==> src/rtl/bp_fe_pkg.sv <==
// Shared FE types for the predictor RAM port arbiter: FSM state and the
// queued attaboy entry (declared through a width-parameterised macro).
`define BP_FE_DECLARE_PRED_ARB_ENTRY_S(idx_width_mp, data_width_mp) \
    typedef struct packed {                                          \
        logic                     v;                                 \
        logic [idx_width_mp-1:0]  idx;                               \
        logic [data_width_mp-1:0] data;                              \
    } bp_fe_pred_arb_entry_s

package bp_fe_pkg;

    typedef enum logic {
        e_normal = 1'b0,
        e_force  = 1'b1
    } bp_fe_pred_arb_state_e;

    // Pointer width for a power-of-two circular buffer, never narrower than 1.
    function automatic int unsigned bp_fe_pred_arb_ptr_width(input int unsigned els);
        return (els > 1) ? $clog2(els) : 1;
    endfunction

endpackage

==> src/rtl/bp_fe_pred_arb_queue.sv <==
// Attaboy write queue: circular buffer with per-entry valid bits and a CAM
// invalidate port so redirect training is never overwritten by stale attaboys.
module bp_fe_pred_arb_queue
    import bp_fe_pkg::*;
#(
    parameter int idx_width_p  = 9,
    parameter int data_width_p = 2,
    parameter int els_p        = 4,
    localparam int ptr_width_lp = bp_fe_pred_arb_ptr_width(els_p),
    localparam int cnt_width_lp = ptr_width_lp + 1
) (
    input  logic                    clk_i,
    input  logic                    reset_i,
    input  logic                    enq_v_i,
    input  logic [idx_width_p-1:0]  enq_idx_i,
    input  logic [data_width_p-1:0] enq_data_i,
    input  logic                    deq_v_i,
    input  logic                    inv_v_i,
    input  logic [idx_width_p-1:0]  inv_idx_i,
    output logic                    full_o,
    output logic                    empty_o,
    output logic                    head_v_o,
    output logic [idx_width_p-1:0]  head_idx_o,
    output logic [data_width_p-1:0] head_data_o,
    output logic [cnt_width_lp-1:0] inv_hits_o
);

    `BP_FE_DECLARE_PRED_ARB_ENTRY_S(idx_width_p, data_width_p);

    // MSB of each pointer is the wrap bit.
    logic [ptr_width_lp:0]                  wptr_reg, rptr_reg;
    logic                                   enq, deq;
    logic [els_p-1:0]                       hit_vec;
    bp_fe_pred_arb_entry_s [els_p-1:0]      entries;
    bp_fe_pred_arb_entry_s                  head;

    assign empty_o = (wptr_reg == rptr_reg);
    assign full_o  = (wptr_reg[ptr_width_lp] != rptr_reg[ptr_width_lp])
                  && (wptr_reg[ptr_width_lp-1:0] == rptr_reg[ptr_width_lp-1:0]);
    assign enq     = enq_v_i & ~full_o;
    assign deq     = deq_v_i & ~empty_o;

    always_ff @(posedge clk_i) begin
        if (reset_i) begin
            wptr_reg <= '0;
            rptr_reg <= '0;
        end else begin
            if (enq) wptr_reg <= wptr_reg + (ptr_width_lp+1)'(1);
            if (deq) rptr_reg <= rptr_reg + (ptr_width_lp+1)'(1);
        end
    end

    // Valid bits double as occupancy: a popped slot is cleared, so the CAM
    // only ever matches live entries.
    for (genvar gi = 0; gi < els_p; gi++) begin : g_entry
        bp_fe_pred_arb_entry_s entry_reg;

        assign hit_vec[gi] = inv_v_i & entry_reg.v & (entry_reg.idx == inv_idx_i);
        assign entries[gi] = entry_reg;

        always_ff @(posedge clk_i) begin
            if (reset_i) begin
                entry_reg <= '0;
            end else if (enq && (wptr_reg[ptr_width_lp-1:0] == ptr_width_lp'(gi))) begin
                entry_reg <= '{v: 1'b1, idx: enq_idx_i, data: enq_data_i};
            end else if ((deq && (rptr_reg[ptr_width_lp-1:0] == ptr_width_lp'(gi))) || hit_vec[gi]) begin
                entry_reg.v <= 1'b0;
            end
        end
    end

    assign head        = entries[rptr_reg[ptr_width_lp-1:0]];
    assign head_v_o    = head.v;
    assign head_idx_o  = head.idx;
    assign head_data_o = head.data;

    always_comb begin
        inv_hits_o = '0;
        for (int i = 0; i < els_p; i++) begin
            inv_hits_o = inv_hits_o + cnt_width_lp'(hit_vec[i]);
        end
    end

endmodule

==> src/rtl/bp_fe_pred_port_arbiter.sv <==
// Arbitrates a 1rw predictor RAM between redirect writes, fetch lookups and
// queued attaboy writes. Define BP_FE_PRED_ARB_PERF_EN for perf counters.
module bp_fe_pred_port_arbiter
    import bp_fe_pkg::*;
#(
    parameter int idx_width_p    = 9,
    parameter int data_width_p   = 2,
    parameter int fifo_els_p     = 4,
    parameter int starve_limit_p = 8
) (
    input  logic                    clk_i,
    input  logic                    reset_i,
    input  logic                    redirect_v_i,
    input  logic [idx_width_p-1:0]  redirect_idx_i,
    input  logic [data_width_p-1:0] redirect_data_i,
    input  logic                    r_v_i,
    input  logic [idx_width_p-1:0]  r_idx_i,
    output logic                    r_yumi_o,
    input  logic                    attaboy_v_i,
    input  logic [idx_width_p-1:0]  attaboy_idx_i,
    input  logic [data_width_p-1:0] attaboy_data_i,
    output logic                    attaboy_yumi_o,
    output logic                    ram_v_o,
    output logic                    ram_w_o,
    output logic [idx_width_p-1:0]  ram_idx_o,
    output logic [data_width_p-1:0] ram_data_o,
    output logic                    forced_drain_o
`ifdef BP_FE_PRED_ARB_PERF_EN
    ,
    output logic [31:0]             perf_read_stall_o,
    output logic [31:0]             perf_attaboy_drop_o,
    output logic [31:0]             perf_force_o
`endif
);

    localparam int starve_width_lp = (starve_limit_p > 1) ? $clog2(starve_limit_p) : 1;
    localparam int hit_width_lp    = bp_fe_pred_arb_ptr_width(fifo_els_p) + 1;

    bp_fe_pred_arb_state_e        state_reg, state_next;
    logic [starve_width_lp-1:0]   starve_reg, starve_next;
    logic                         q_full, q_empty, head_v, deq;
    logic [idx_width_p-1:0]       head_idx;
    logic [data_width_p-1:0]      head_data;
    logic [hit_width_lp-1:0]      inv_hits;

    bp_fe_pred_arb_queue #(
        .idx_width_p (idx_width_p),
        .data_width_p(data_width_p),
        .els_p       (fifo_els_p)
    ) queue (
        .clk_i      (clk_i),
        .reset_i    (reset_i),
        .enq_v_i    (attaboy_yumi_o),
        .enq_idx_i  (attaboy_idx_i),
        .enq_data_i (attaboy_data_i),
        .deq_v_i    (deq),
        .inv_v_i    (redirect_v_i & ~reset_i),
        .inv_idx_i  (redirect_idx_i),
        .full_o     (q_full),
        .empty_o    (q_empty),
        .head_v_o   (head_v),
        .head_idx_o (head_idx),
        .head_data_o(head_data),
        .inv_hits_o (inv_hits)
    );

    // No bypass: a drain in the same cycle does not make room for an attaboy.
    assign attaboy_yumi_o = attaboy_v_i & ~q_full & ~reset_i;
    assign forced_drain_o = (state_reg == e_force) & ~reset_i;

    always_comb begin
        ram_v_o    = 1'b0;
        ram_w_o    = 1'b0;
        ram_idx_o  = '0;
        ram_data_o = '0;
        r_yumi_o   = 1'b0;
        deq        = 1'b0;
        if (!reset_i) begin
            if (redirect_v_i) begin
                ram_v_o    = 1'b1;
                ram_w_o    = 1'b1;
                ram_idx_o  = redirect_idx_i;
                ram_data_o = redirect_data_i;
            // Forced drain outranks lookups; otherwise drain only when no lookup.
            end else if ((state_reg == e_force || !r_v_i) && !q_empty) begin
                deq        = 1'b1;
                ram_v_o    = head_v;
                ram_w_o    = head_v;
                ram_idx_o  = head_v ? head_idx  : '0;
                ram_data_o = head_v ? head_data : '0;
            end else if (r_v_i) begin
                ram_v_o    = 1'b1;
                ram_idx_o  = r_idx_i;
                r_yumi_o   = 1'b1;
            end
        end
    end

    always_comb begin
        state_next  = state_reg;
        starve_next = '0;
        case (state_reg)
            e_normal: begin
                if (q_full && !deq) begin
                    if (starve_reg == starve_width_lp'(starve_limit_p - 1)) begin
                        state_next = e_force;
                    end else begin
                        starve_next = starve_reg + starve_width_lp'(1);
                    end
                end
            end
            e_force: begin
                if (q_empty) state_next = e_normal;
            end
            default: state_next = e_normal;
        endcase
    end

    always_ff @(posedge clk_i) begin
        if (reset_i) begin
            state_reg  <= e_normal;
            starve_reg <= '0;
        end else begin
            state_reg  <= state_next;
            starve_reg <= starve_next;
        end
    end

`ifdef BP_FE_PRED_ARB_PERF_EN
    logic [31:0] perf_stall_reg, perf_drop_reg, perf_force_reg;
    logic [32:0] drop_sum;

    assign drop_sum = {1'b0, perf_drop_reg} + 33'(inv_hits);

    always_ff @(posedge clk_i) begin
        if (reset_i) begin
            perf_stall_reg <= '0;
            perf_drop_reg  <= '0;
            perf_force_reg <= '0;
        end else begin
            if (r_v_i && !r_yumi_o && !(&perf_stall_reg)) perf_stall_reg <= perf_stall_reg + 32'd1;
            perf_drop_reg <= drop_sum[32] ? '1 : drop_sum[31:0];
            if (state_reg == e_normal && state_next == e_force && !(&perf_force_reg))
                perf_force_reg <= perf_force_reg + 32'd1;
        end
    end

    assign perf_read_stall_o   = perf_stall_reg;
    assign perf_attaboy_drop_o = perf_drop_reg;
    assign perf_force_o        = perf_force_reg;
`else
    logic unused_inv_hits;
    assign unused_inv_hits = ^inv_hits;
`endif

endmodule

==> config.mk <==
export PLATFORM = sky130hd
export DESIGN_NAME = bp_fe_pred_port_arbiter
export DESIGN_NICKNAME = d
export VERILOG_FILES = /design/src/rtl/bp_fe_pkg.sv /design/src/rtl/bp_fe_pred_arb_queue.sv /design/src/rtl/bp_fe_pred_port_arbiter.sv
export SDC_FILE = /design/constraint.sdc
export NUM_CORES = 1
export LEC_CHECK = 0
export BUFFER_PORTS_ARGS = -buffer_cell sky130_fd_sc_hd__buf_4
export CORE_AREA = 2 2 72 102
export DETAILED_ROUTE_END_ITERATION = 6
export DIE_AREA = 0 0 74 104
export GPL_TIMING_DRIVEN = 1
export PLACE_DENSITY_LB_ADDON = 0.1
export SLEW_MARGIN = 20
export SYNTH_ARGS = -nofsm -noshare
export SYNTH_HDL_FRONTEND = slang
export SYNTH_HIERARCHICAL = 1
export SYNTH_SLANG_ARGS = --single-unit
==> constraint.sdc <==
create_clock -name clk_i -period 3.5 [get_ports clk_i]
set_input_delay 0.175 -clock clk_i [delete_from_list [all_inputs] [get_ports clk_i]]
set_output_delay 0.175 -clock clk_i [all_outputs]
set_load 0.005 [all_outputs]
; Word level (Yosys, flattened, before mapping)
; Index checks and enable logic that the tools add are counted.
[op_classes]
addsub = 3
magnitude_cmp = 1
n_eq_ne = 14
muxes = 36
bitwise = 19
n_reduce_logical = 26
[ops]
columns = operator, count
row1 = 9-bit 2-to-1 mux, 5
row2 = 9-bit == test, 4
row3 = 12-bit binary-select mux with 2-bit select, 1
row4 = 1-bit 2-to-1 mux, 24
row5 = 1-bit bitwise AND, 14
row6 = 12-bit 2-to-1 mux, 1
row7 = 1-bit logical AND, 11
row8 = "3-bit by 1-bit adder with 3-bit output, second input constant", 3
row9 = "2-bit == test, second input constant", 4
row10 = 2-bit 2-to-1 mux, 4
row11 = 2-bit nonzero test, 4
row12 = 1-bit logical OR, 5
row13 = 1-bit NOT, 5
row14 = "2-bit by 1-bit == test with 1-bit output, second input constant", 2
row15 = 2-bit zero test, 2
row16 = 4-bit OR reduction, 1
row17 = 3-bit == test, 1
row18 = "3-bit == test, second input constant", 1
row19 = 1-bit zero test, 3
row20 = "2-bit by 3-bit < comparator with 1-bit output, second input constant", 1
row21 = 2-bit == test, 1
row22 = 1-bit one-hot mux with 2 select lines, 1
row23 = 1-bit != test, 1
[word_totals]
reg_bits = 58
inputBits = 36
out_inout_bits = 16
wordCells = 115

; Depth between registers and ports, before layout
[depth]
word_depth = 11
ltp_mapped = 9
depth_no_buf = 6

; Hierarchy
; Netlist, hierarchy kept.
[by_module_without_submodules]
columns = module, instances, cells_per_inst, area_per_inst_um2, seq_area_each_um2
row1 = bp_fe_pred_arb_queue, 1, 283, 3039.2, 1081.0
row2 = bp_fe_pred_port_arbiter, 1, 78, 604.3, 80.1

; Least setup slack after synthesis
; OpenSTA, ideal clock, no wires.
[synth_path]
kind = reg-to-reg
startpoint = register queue.rptr_reg[0]
endpoint = register queue.g_entry[3].entry_reg (netlist bit queue/entries[38])
setup_time_ps = 125
t_arrival_ps = 2809
t_required_ps = 3375
path_slack_ps = 566
stages_incl_launch_ff = 10
path_buffers = 3
synth_period_minus_slack_ps = 2934
path_cell_list = dfxtp_1 -> buf_4 -> xor2_1 -> clkbuf_8 -> nor3_1 -> nor3b_1 -> o311ai_4 -> buf_6 -> mux2i_1 -> nor2_1
[synth_via]
elab_chain_len = 7
[synth_rtl]
columns = item, line_no
row1 = start: declaration, bp_fe_pred_arb_queue.sv:31  ; logic [ptr_width_lp:0] wptr_reg, rptr_reg;
row2 = start signal: assignment, bp_fe_pred_arb_queue.sv:49  ; if (deq) rptr_reg <= rptr_reg + (ptr_width_lp+1)'(1);
row3 = 2-bit == test, bp_fe_pred_arb_queue.sv:39  ; && (wptr_reg[ptr_width_lp-1:0] == rptr_reg[ptr_width_lp-1:0]);
row4 = 1-bit logical AND, bp_fe_pred_arb_queue.sv:39
row5 = named net q_full, bp_fe_pred_port_arbiter.sv:41  ; logic q_full, q_empty, head_v, deq;
row6 = 1-bit NOT, bp_fe_pred_port_arbiter.sv:68  ; assign attaboy_yumi_o = attaboy_v_i & ~q_full & ~reset_i;
row7 = 1-bit bitwise AND (2 in a row), bp_fe_pred_port_arbiter.sv:68
row8 = named net attaboy_yumi_o, bp_fe_pred_port_arbiter.sv:22  ; output logic attaboy_yumi_o,
row9 = 1-bit bitwise AND, bp_fe_pred_arb_queue.sv:40  ; assign enq = enq_v_i & ~full_o;
row10 = 1-bit logical AND, bp_fe_pred_arb_queue.sv:64  ; end else if (enq && (wptr_reg[ptr_width_lp-1:0] == ptr_width_lp'(gi))) begin
row11 = end signal: assignment, bp_fe_pred_arb_queue.sv:65  ; entry_reg <= '{v: 1'b1, idx: enq_idx_i, data: enq_data_i};
row12 = end: declaration, bp_fe_pred_arb_queue.sv:56  ; bp_fe_pred_arb_entry_s entry_reg;
; The timed path passes the listed nets, and every way through them passes these cells.
; A chain may end at the register's enable or synchronous reset.

; Final worst setup path
[layout_path]
startpoint = register queue.wptr_reg[2]
endpoint = output ram_idx_o[1]
[layout_via]
elab_chain_len = 6
[layout_rtl]
columns = item, line_no
row1 = start: declaration, bp_fe_pred_arb_queue.sv:31
row2 = start signal: assignment, bp_fe_pred_arb_queue.sv:48  ; if (enq) wptr_reg <= wptr_reg + (ptr_width_lp+1)'(1);
row3 = 3-bit == test, bp_fe_pred_arb_queue.sv:37  ; assign empty_o = (wptr_reg == rptr_reg);
row4 = named net q_empty, bp_fe_pred_port_arbiter.sv:41
row5 = 1-bit zero test, bp_fe_pred_port_arbiter.sv:85  ; end else if ((state_reg == e_force || !r_v_i) && !q_empty) begin
row6 = 1-bit logical AND, bp_fe_pred_port_arbiter.sv:85
row7 = 9-bit 2-to-1 mux, bp_fe_pred_port_arbiter.sv:85
row8 = 9-bit 2-to-1 mux, bp_fe_pred_port_arbiter.sv:79  ; if (redirect_v_i) begin
row9 = 9-bit 2-to-1 mux, bp_fe_pred_port_arbiter.sv:78  ; if (!reset_i) begin
row10 = end: declaration, bp_fe_pred_port_arbiter.sv:25  ; output logic [idx_width_p-1:0] ram_idx_o,
; The timed path passes the listed nets, and every way through them passes these cells.

==> metrics.md <==
| Metric | Value |
|---|---|
| Status | finished clean |
| CP arrival | 2.61 ns |
| WL final | 8.45 mm |
| Final Hold Fails | 0 |
| Worst path cell trace | xor2_1, nor3_1, nand2b_1, a31oi_1, a221oi_2, buf_4 |
| Chip Height | between 100 and 150 um |
| Number of max-cap violations | 0 |
| Io pins | 52 |
| Worst rel slew slack | 24.4% |
| Max incr delay on CP | 0.58 ns |
| Final period demand of the worst path | 2.79 ns |
| Filler instances | about 640 |
| H-tree depth | 3 |
| CP max stage cell | nor3_1 |
| Commonest non-fill, non-tap cell in the layout | dfxtp_1 |
| P per Cell Area | around 400 nW/um^2 |
| N_diodes | 0 |
| Worst Setup Start Kind | flip-flop |
| Initial antenna violation count | 0 |
| Core box area | just under 7000 sq um |
| Gate power share | 13.5% |
| Net switching fraction of the power | 24.1% |
| Commonest cells after routing, fill and taps aside | dfxtp_1, buf_4, nor2_1, mux2i_1, xnor2_1 |
| Insertion delay to the later sink of the worst-skew pair | between 0.3 and 0.4 ns |
| Fin area | between 4000 and 5000 sq um |
| Slew at the pin closest to its max-slew limit | 1.13 ns |
| Worst Path Max Fanout | 10 |
| Die span in x | 74 um |
| Avg Cell Area, Syn | 10.1 sq um |
| CTS tree | built |
| Layout cells sized above 1 | ~26% |
| WL per Instance | 17.3 um |
| Max reg flops | 48 |
| ANT nets after route | 0 |
| Vias in the first global route | 2712 |
| Crit path capture type | output pin |
| Synthesis-to-layout area growth | 15.3% |
| GR Overflow Total | 0 |
| Sequential share of power | 41.7% |
| Placed cell area | 3900 sq um |
| Syn Inst Count | around 360 |
| First-pass GRT wire length | ~14 mm |
| Worst setup path class | flip-flop to output pin |
| Placed wire-length estimate | 5.81 mm |
| Net Switching | 0.000398 W |
| Total iterations of the first detailed-routing run | 4 |
| Setup TNS | 0 ns |
| Total GRT Usage | 23.8% |
| Via count | 2674 |
| Post_cts resized | 0 |
| YS warnings | 6 |
| Final Setup Violations | 0 |
| DRT iter0 DRCs | 116 |
| TritonCTS buffer count | 9 |
| RSZ-0062 raised after global routing | false |
| Hold WC Path Type | input port to flip-flop |
| Pint | 0.00125 W |
| VDD IR-drop max | 0.226 mV |
| Clock transition at the registers of the reported paths | 0.07 ns |
| Syn_nets | 401 |
| Fmax | between 300 and 400 MHz |
| Root Buffer | clkbuf_8 |
| Hold_buf cts | 0 |
| Data required, critical path | 3.32 ns |
| Max-slew violation count | 0 |
| Post-CTS setup buffers | 0 |
| FP Rows | 36 |
| Pin count of the biggest net entering global routing | 76 |
| Clock Skews | 0.00590 ns |
| Nets | approximately 430 |
| Leak Pwr | 1.82 nW |
| Vias per cell | 5.48 |
| Maximum buffer depth of the clock tree | 2 |
| Initial Util | between 50% and 60% |
| # DRC | 0 |
| Die ar. | 7700 sq um |
| Clock sinks | between 50 and 60 |
| Port bufs | around 50 |
| Post-synthesis cell area | 3580 sq um |
| Routability cong. | around 0.84 |
| Clock Power Share | between 40% and 50% |
| Final worst path period share | 79.6% |
| Util after Layout | 60.8% |
routing by layer:
layer | GRT usage, % | part of all wire [%]
met1 | 30.2 | 43
met2 | 38.1 | 50
met3 | 5.52 | 3.8
met4 | 10.0 | 2.5
met5 | 0 | 0
power by group through the flow:
stage	registers (W)	clock network (W)	logic [W]
2_1_floorplan	0.000698	0	0.000151
5_1_grt	0.000688	0.000794	0.000240
3_5_place_dp	0.000701	0	0.000223
4_1_cts	0.000687	0.000749	0.000224
3_3_place_gp	0.000701	0	0.000221
6_report	0.000687	0.000738	0.000222
final timing paths:
kind / startpoint / to / slack (ns) / cells after the start
worst max-delay path: queue/wptr_reg[2]$_SDFFE_PP0N_ / ram_idx_o[1] / 0.71 / 6
worst min-delay path: attaboy_idx_i[0] / queue/entries[2]$_SDFFE_PP0P_ / 0.09 / 3
worst max register to register: queue/rptr_reg[2]$_SDFFE_PP0P_ / queue/entries[33]$_SDFFE_PP0P_ / 1.22 / 7
worst min register to register: starve_reg[0]$_SDFF_PP0_ / starve_reg[0]$_SDFF_PP0_ / 0.42 / 1
through the flow:
step | instances | total power, W | worst slack, ns | hold WS (ns)
2_1_floorplan | 355 | 0.000849 | 0.566 | 0.319
3_3_place_gp | 472 | 0.000921 | 1.14 | 0.412
3_5_place_dp | 472 | 0.000924 | 1.08 | 0.419
4_1_cts | 488 | 0.00166 | 0.685 | 0.0826
5_1_grt | 488 | 0.00172 | 0.474 | 0.0800
6_report | 488 | 0.00165 | 0.714 | 0.0890
critical path, delay by kind of cell (launching register included):
| kind | cells | cell delay, ns |
|---|---|---|
| buf+inv | 1 | 0.16 |
| flops | 1 | 0.43 |
| xor+xnor | 1 | 0.17 |
| simple gates | 2 | 1.07 |
| compound gates | 2 | 0.44 |
final cells by class:
type | instances | area, sq um | share of cell area (%)
Multi-Input combinational cell | 248 | 2140 | 51.9
Sequential cell | 58 | 1160 | 28.1
Timing Repair Buffer | 56 | 420 | 10.2
Clock buffer | 10 | 128 | 3.09
Tap cell | 95 | 119 | 2.88
Clock inverter | 6 | 105 | 2.54
Inverter | 15 | 56.3 | 1.36
Note: power is estimated with default switching activity, not from simulation.
